==> src/rtl/fir_interp_iq_if.sv <==
// Sample, coefficient and status bundle of the TX interpolate-by-2 FIR.
// The master side is the sample source/configuration agent; the slave side is the filter.
interface fir_interp_iq_if #(
    parameter int WIDTH = 24,
    parameter int COEFF = 18,
    parameter int NTAPS = 33
);
    localparam int H  = (NTAPS + 1) / 2;
    localparam int CW = $clog2(H);

    logic                    in_strobe;
    logic signed [WIDTH-1:0] in_data_i;
    logic signed [WIDTH-1:0] in_data_q;
    logic                    coef_wr;
    logic [CW-1:0]           coef_addr;
    logic signed [COEFF-1:0] coef_data;
    logic                    out_strobe;
    logic signed [WIDTH-1:0] out_data_i;
    logic signed [WIDTH-1:0] out_data_q;
    logic                    busy;
    logic                    overrun;

    modport master (
        output in_strobe, in_data_i, in_data_q, coef_wr, coef_addr, coef_data,
        input  out_strobe, out_data_i, out_data_q, busy, overrun
    );

    modport slave (
        input  in_strobe, in_data_i, in_data_q, coef_wr, coef_addr, coef_data,
        output out_strobe, out_data_i, out_data_q, busy, overrun
    );
endinterface

==> src/rtl/fir_interp_iq.sv <==
// Interpolate-by-2 symmetric polyphase FIR for I/Q, one shared MAC per rail.
// state | meaning
// IDLE  | waiting for in_strobe; history shifts on accept
// LATCH | clear accumulators, load tap down-counter for phase A
// MAC_A | acc += buf[j]*h[2j], j = H-1 .. 0
// OUT_A | phase-A sample on the outputs, reload counter for phase B
// MAC_B | acc += buf[j]*h[2j+1], j = H-2 .. 0
// OUT_B | phase-B sample on the outputs
module fir_interp_iq #(
    parameter int WIDTH = 24,
    parameter int COEFF = 18,
    parameter int NTAPS = 33
) (
    input logic            adc_clk,
    input logic            reset,
    fir_interp_iq_if.slave bus
);
    localparam int H  = (NTAPS + 1) / 2;
    localparam int CW = $clog2(H);
    localparam int KW = $clog2(NTAPS) + 1;
    localparam int PW = WIDTH + COEFF;
    localparam int AW = WIDTH + COEFF + CW;

    typedef enum logic [2:0] {IDLE, LATCH, MAC_A, OUT_A, MAC_B, OUT_B} state_t;

    state_t                  state_q;
    logic signed [WIDTH-1:0] buf_i_q [H];
    logic signed [WIDTH-1:0] buf_q_q [H];
    logic signed [COEFF-1:0] coef_q  [H];
    logic signed [AW-1:0]    acc_i_q, acc_q_q;
    logic [CW-1:0]           cnt_q;
    logic                    out_strobe_q, busy_q, overrun_q;
    logic signed [WIDTH-1:0] out_i_q, out_q_q;

    logic [KW-1:0]           tap_k, tap_kr, tap_idx;
    logic signed [PW-1:0]    prod_i, prod_q;
    logic signed [AW-1:0]    acc_i_d, acc_q_d, shr_i, shr_q;

    function automatic logic signed [WIDTH-1:0] sat(input logic signed [AW-1:0] v);
        if ((&v[AW-1:WIDTH-1]) || !(|v[AW-1:WIDTH-1]))
            return v[WIDTH-1:0];
        else if (v[AW-1])
            return {1'b1, {(WIDTH-1){1'b0}}};
        else
            return {1'b0, {(WIDTH-1){1'b1}}};
    endfunction

    // Prototype tap k = 2j (+1 in phase B), folded onto the stored half.
    always_comb begin
        tap_k   = {{(KW-CW-1){1'b0}}, cnt_q, state_q == MAC_B};
        tap_kr  = KW'(NTAPS - 1) - tap_k;
        tap_idx = (tap_k <= tap_kr) ? tap_k : tap_kr;
        prod_i  = PW'(buf_i_q[cnt_q]) * PW'(coef_q[tap_idx]);
        prod_q  = PW'(buf_q_q[cnt_q]) * PW'(coef_q[tap_idx]);
        acc_i_d = acc_i_q + {{(AW-PW){prod_i[PW-1]}}, prod_i};
        acc_q_d = acc_q_q + {{(AW-PW){prod_q[PW-1]}}, prod_q};
        shr_i   = acc_i_d >>> (COEFF - 2);
        shr_q   = acc_q_d >>> (COEFF - 2);
    end

    always_ff @(posedge adc_clk) begin
        if (reset) begin
            state_q <= IDLE;
            for (int k = 0; k < H; k++) begin
                buf_i_q[k] <= '0;
                buf_q_q[k] <= '0;
                coef_q[k]  <= '0;
            end
            acc_i_q      <= '0;
            acc_q_q      <= '0;
            cnt_q        <= '0;
            out_strobe_q <= 1'b0;
            busy_q       <= 1'b0;
            overrun_q    <= 1'b0;
            out_i_q      <= '0;
            out_q_q      <= '0;
        end else begin
            out_strobe_q <= 1'b0;
            if (bus.coef_wr && ({1'b0, bus.coef_addr} < (CW+1)'(H)))
                coef_q[bus.coef_addr] <= bus.coef_data;
            if (bus.in_strobe && busy_q)
                overrun_q <= 1'b1;

            case (state_q)
                IDLE: begin
                    if (bus.in_strobe) begin
                        for (int k = H - 1; k > 0; k--) begin
                            buf_i_q[k] <= buf_i_q[k-1];
                            buf_q_q[k] <= buf_q_q[k-1];
                        end
                        buf_i_q[0] <= bus.in_data_i;
                        buf_q_q[0] <= bus.in_data_q;
                        busy_q     <= 1'b1;
                        state_q    <= LATCH;
                    end
                end
                LATCH: begin
                    acc_i_q <= '0;
                    acc_q_q <= '0;
                    cnt_q   <= CW'(H - 1);
                    state_q <= MAC_A;
                end
                MAC_A, MAC_B: begin
                    acc_i_q <= acc_i_d;
                    acc_q_q <= acc_q_d;
                    cnt_q   <= cnt_q - CW'(1);
                    if (cnt_q == '0) begin
                        out_i_q      <= sat(shr_i);
                        out_q_q      <= sat(shr_q);
                        out_strobe_q <= 1'b1;
                        state_q      <= (state_q == MAC_A) ? OUT_A : OUT_B;
                    end
                end
                OUT_A: begin
                    acc_i_q <= '0;
                    acc_q_q <= '0;
                    cnt_q   <= CW'(H - 2);
                    state_q <= MAC_B;
                end
                OUT_B: begin
                    busy_q  <= 1'b0;
                    state_q <= IDLE;
                end
                default: state_q <= IDLE;
            endcase
        end
    end

    assign bus.out_strobe = out_strobe_q;
    assign bus.out_data_i = out_i_q;
    assign bus.out_data_q = out_q_q;
    assign bus.busy       = busy_q;
    assign bus.overrun    = overrun_q;
endmodule

==> src/flat_wrapper.sv <==
// flat-port wrapper written by rule: the top's interface ports become plain ports
module fir_interp_iq_flat 
#(
    parameter int WIDTH = 24,
    parameter int COEFF = 18,
    parameter int NTAPS = 33
)
  (adc_clk, reset, bus_in_strobe, bus_in_data_i, bus_in_data_q, bus_coef_wr, bus_coef_addr, bus_coef_data, bus_out_strobe, bus_out_data_i, bus_out_data_q, bus_busy, bus_overrun);
  fir_interp_iq_if #(.WIDTH(WIDTH), .COEFF(COEFF), .NTAPS(NTAPS)) bus_i ();
  input logic adc_clk;
  input logic reset;
  input wire logic [$bits(bus_i.in_strobe)-1:0] bus_in_strobe;
  input wire logic [$bits(bus_i.in_data_i)-1:0] bus_in_data_i;
  input wire logic [$bits(bus_i.in_data_q)-1:0] bus_in_data_q;
  input wire logic [$bits(bus_i.coef_wr)-1:0] bus_coef_wr;
  input wire logic [$bits(bus_i.coef_addr)-1:0] bus_coef_addr;
  input wire logic [$bits(bus_i.coef_data)-1:0] bus_coef_data;
  output wire logic [$bits(bus_i.out_strobe)-1:0] bus_out_strobe;
  output wire logic [$bits(bus_i.out_data_i)-1:0] bus_out_data_i;
  output wire logic [$bits(bus_i.out_data_q)-1:0] bus_out_data_q;
  output wire logic [$bits(bus_i.busy)-1:0] bus_busy;
  output wire logic [$bits(bus_i.overrun)-1:0] bus_overrun;
  assign bus_i.in_strobe = bus_in_strobe;
  assign bus_i.in_data_i = bus_in_data_i;
  assign bus_i.in_data_q = bus_in_data_q;
  assign bus_i.coef_wr = bus_coef_wr;
  assign bus_i.coef_addr = bus_coef_addr;
  assign bus_i.coef_data = bus_coef_data;
  assign bus_out_strobe = bus_i.out_strobe;
  assign bus_out_data_i = bus_i.out_data_i;
  assign bus_out_data_q = bus_i.out_data_q;
  assign bus_busy = bus_i.busy;
  assign bus_overrun = bus_i.overrun;
  fir_interp_iq #(.WIDTH(WIDTH), .COEFF(COEFF), .NTAPS(NTAPS)) u_core (.adc_clk(adc_clk), .reset(reset), .bus(bus_i));
endmodule
==> config.mk <==
export PLATFORM = sky130hd
export DESIGN_NAME = fir_interp_iq_flat
export DESIGN_NICKNAME = d
export VERILOG_FILES = /design/src/rtl/fir_interp_iq_if.sv /design/src/rtl/fir_interp_iq.sv /design/src/flat_wrapper.sv
export SDC_FILE = /design/constraint.sdc
export NUM_CORES = 2
export LEC_CHECK = 0
export ABC_CLOCK_PERIOD_IN_PS = 104000
export CAP_MARGIN = 20
export CORE_UTILIZATION = 52
export DETAILED_ROUTE_END_ITERATION = 8
export GPL_ROUTABILITY_DRIVEN = 0
export HOLD_SLACK_MARGIN = 0.06
export PLACE_DENSITY = 0.68
export SETUP_SLACK_MARGIN = 0.15
export SKIP_CTS_REPAIR_TIMING = 1
export SLEW_MARGIN = 20
export SYNTH_ARGS = -nofsm -noshare
export SYNTH_HDL_FRONTEND = slang
export SYNTH_SLANG_ARGS = --single-unit
==> constraint.sdc <==
create_clock -name adc_clk -period 104 [get_ports adc_clk]
set_input_delay 15.6 -clock adc_clk [delete_from_list [all_inputs] [get_ports adc_clk]]
set_output_delay 15.6 -clock adc_clk [all_outputs]
set_load 0.005 [all_outputs]
==> results_dict.tcl <==
set metrics [dict create \
    root_buffer "clkbuf_16" \
    start_util_pct 52.5 \
    num_io_pins 126 \
    worstPathRequired_ns 104.67 \
    synth_area_leaders "edfxtp_1, fa_1, mux4_2" \
    cp_num_buf_inv 4 \
    fin_tns_setup_ns 0 \
    yosysTopAreaCellShare_pct 40.8 \
    die_w_um 446 \
    cp_slowest_stage_delay_ns 0.90 \
    use_met3_pct 3.12 \
    fmax_mhz 51.2 \
    worst-endpoint-arrival_ns 20.20 \
    drc 0 \
    cp-end-kind "flip-flop" \
    vias_per_cell 5.50 \
    rows 162 \
    grt_use_total_pct 22.7 \
    busiest_layer "met2" \
    run_status "completed" \
    vias 62100 \
    dpl.cell_count 11000 \
    slew_viol_final 0 \
    routed_wl_mm 221 \
    regToRegSetupSlack_ns 88.94 \
    clock_skew_ns 0.0582 \
    drive_gt1_share_pct 9.59 \
    area_growth_pct 9.92 \
    routedWlPerCell_um 19.6 \
    rsz0062_at_grt "false" \
    hp-class "flip-flop to flip-flop" \
    start_kind "input pin" \
    fin_crit_sh_pct 18.8 \
    synth_ff_type "edfxtp_1" \
    multiInputGateArea_um2 52900 \
    cp_max_fo 314 \
    seq_area_frac_synth_pct 43.9 \
    final_cells 11300 \
    layout.area.seq_um2 45000 \
    antenna_found_initial 2 \
    cp_slowest_cell "buf_4" \
    postPlaceCellArea_um2 107000 \
    grt_pass1_vias 64300 \
    cts_tree "done" \
    yosysWarnings 0 \
    ys_ff_latch 1550 \
    min_period_ns 19.53 \
    clk_path_buf_depth 3 \
    synth.distinct_cells 89 \
    async_flop_share_pct 0 \
    port-buffer-count 125 \
    dp_hpwl_mm 146 \
    relSlewSlack_pct 22.8 \
    tightest_slew_ns 1.16 \
    first_iter_violations 5149 \
    synthesis.instances 8279 \
    syn_area_um2 102000 \
    cp_cell_sequence "clkdlybuf4s50_1, and3_4, buf_4, buf_12, buf_4, and2_1" \
    ant_nets 0 \
    setup_viol 0 \
    gr-total-overflow 0 \
    cts_buffers 168 \
    final_cell_area_um2 113000 \
    syn_area_per_cell_um2 12.4 \
    use_met2_pct 35.8 \
    fin_nets 9760 \
    grt_start_max_net_pins 315 \
    dieHeight_um 446 \
    cap_violations 0 \
    path_class "input pin to flip-flop" \
    cp_top_family "buffers and inverters" \
    hold_violations 0 \
    die-area_um2 199000 \
    first_pass_iters 6 \
    yosys.area.top_type "edfxtp_1" \
    grt_pass1_wl_mm 356 \
    synth_edf_count 1392 \
    fillers 15800 \
    htree_levels 4 \
    crit_top_cell "buf_4" \
    core_um2 195000 \
    clk_latency_ns 0.82 \
    clkSinkCount 1550 \
    cts.clk_slew.worst_paths_ns 0.05 \
    grt_util_met1_pct 33.5 \
]
[synthesized netlist by cell type, types with 5 or more instances]
| master | instances |
|---|---|
| clkbuf_1 | 353 |
| inv_1 | 1007 |
| o21a_1 | 21 |
| nand3_1 | 77 |
| a211oi_1 | 45 |
| o31ai_1 | 8 |
| o21ai_1 | 16 |
| fa_1 | 853 |
| ha_1 | 308 |
| or2_1 | 524 |
| nor3_1 | 35 |
| mux2i_1 | 79 |
| and2_1 | 1129 |
| buf_6 | 5 |
| buf_4 | 11 |
| buf_2 | 57 |
| o21bai_1 | 22 |
| or2_2 | 12 |
| nand2b_1 | 38 |
| nor2_1 | 548 |
| dfxtp_1 | 158 |
| mux4_2 | 382 |
| a221oi_1 | 7 |
| nand2_1 | 277 |
| o21ai_0 | 92 |
| a21o_1 | 86 |
| nor2b_1 | 52 |
| nand4_1 | 36 |
| and4_1 | 6 |
| o31a_1 | 6 |
| a21oi_1 | 172 |
| buf_1 | 32 |
| and3_1 | 15 |
| a211oi_2 | 23 |
| a22oi_1 | 84 |
| a211o_1 | 5 |
| a32oi_1 | 17 |
| edfxtp_1 | 1392 |
| xor2_1 | 55 |
| xnor2_1 | 115 |
| o211ai_1 | 14 |
| a31oi_1 | 22 |
| or3_1 | 8 |
[metrics by stage]
step / hold slack (ns) / worst slack, ns / util, %
2_1_floorplan: 0.436 / 26.12 / -
3_3_place_gp: 0.444 / 83.77 / 55.0
3_5_place_dp: 0.457 / 83.71 / 55.0
4_1_cts: 0.465 / 84.58 / 57.7
5_1_grt: 0.485 / 84.02 / 57.7
6_report: 0.462 / 84.47 / 57.7
[cell type report]
cell class                 instances  share of cell area [%]
timing repair buffer             264                    2.06
clock buffer                     210                    3.90
sequential                      1550                    40.0
clock inverter                    93                   0.797
antenna                            1                 0.00222
multi-input combinational       5530                    47.0
tap                             2624                    2.92
inverter                        1010                    3.37
[sequential cells by signal, summed over array words and instances, names as in the netlist, named ones only]
signal and cells:
u_core.state_q 3, u_core.buf_i_q 408, u_core.bus.out_strobe 1, u_core.bus.out_data_i 24
u_core.bus.busy 1, u_core.buf_q_q 408, u_core.bus.out_data_q 24, u_core.acc_i_q 47
u_core.acc_q_q 47, u_core.cnt_q 5, u_core.bus.overrun 1, u_core.coef_q 576
[per-layer routing]
metal  share of wire, %  routed length (µm)
met4                2.1                4590
met3                5.9               13100
met2                 46              102000
met1                 46              101000
met5             0.0059                  13
[cells in the final DEF, fill, tap and decap left out, drive strengths merged, types with 146 or more instances in the layout]
cell type,n
fa,853
edfxtp,1392
mux4,382
clkbuf,210
nor2,548
inv,1017
or2,536
dfxtp,158
buf,146
nand2,277
conb,270
ha,308
a21oi,172
and2,1129
[worst reg2reg max path, delay by kind of cell, from the launching register on]
kind                       cells  cell delay [ns]
and+or+nand+nor               12             2.69
xor gates and xnor gates       2             0.32
muxes                          1             0.41
AOI/OAI and AO/OA             22             4.88
buffers and inverters          9             2.18
DFF                            1             0.45
adders and majority gates      9             4.03
[kinds of logic after synthesis]
| family | Yosys count | share of synthesized area (%) |
|---|---|---|
| buf+inv | 1468 | 5.53 |
| compound gates | 692 | 4.62 |
| flops | 1550 | 43.9 |
| mux | 462 | 9.19 |
| other cells | 1 | 0.00366 |
| fa+ha+maj | 1161 | 20.4 |
| simple gates | 2774 | 14.8 |
| xor+xnor | 171 | 1.48 |
[final timing paths]
check	end	cells past startpoint	startpoint
worst min-delay path	u_core.acc_i_q[0]	2	u_core.acc_i_q[0]
worst min register to register	u_core.acc_i_q[0]	2	u_core.acc_i_q[0]
worst max register to register	u_core.bus.out_data_i[14]	55	u_core.state_q[1]
worst max-delay path	u_core.buf_i_q[4][11]	6	bus_in_strobe
Power is left out: the tool's default activity adds up to more than one toggle a clock period on the data nets, which glitch-free logic cannot reach.
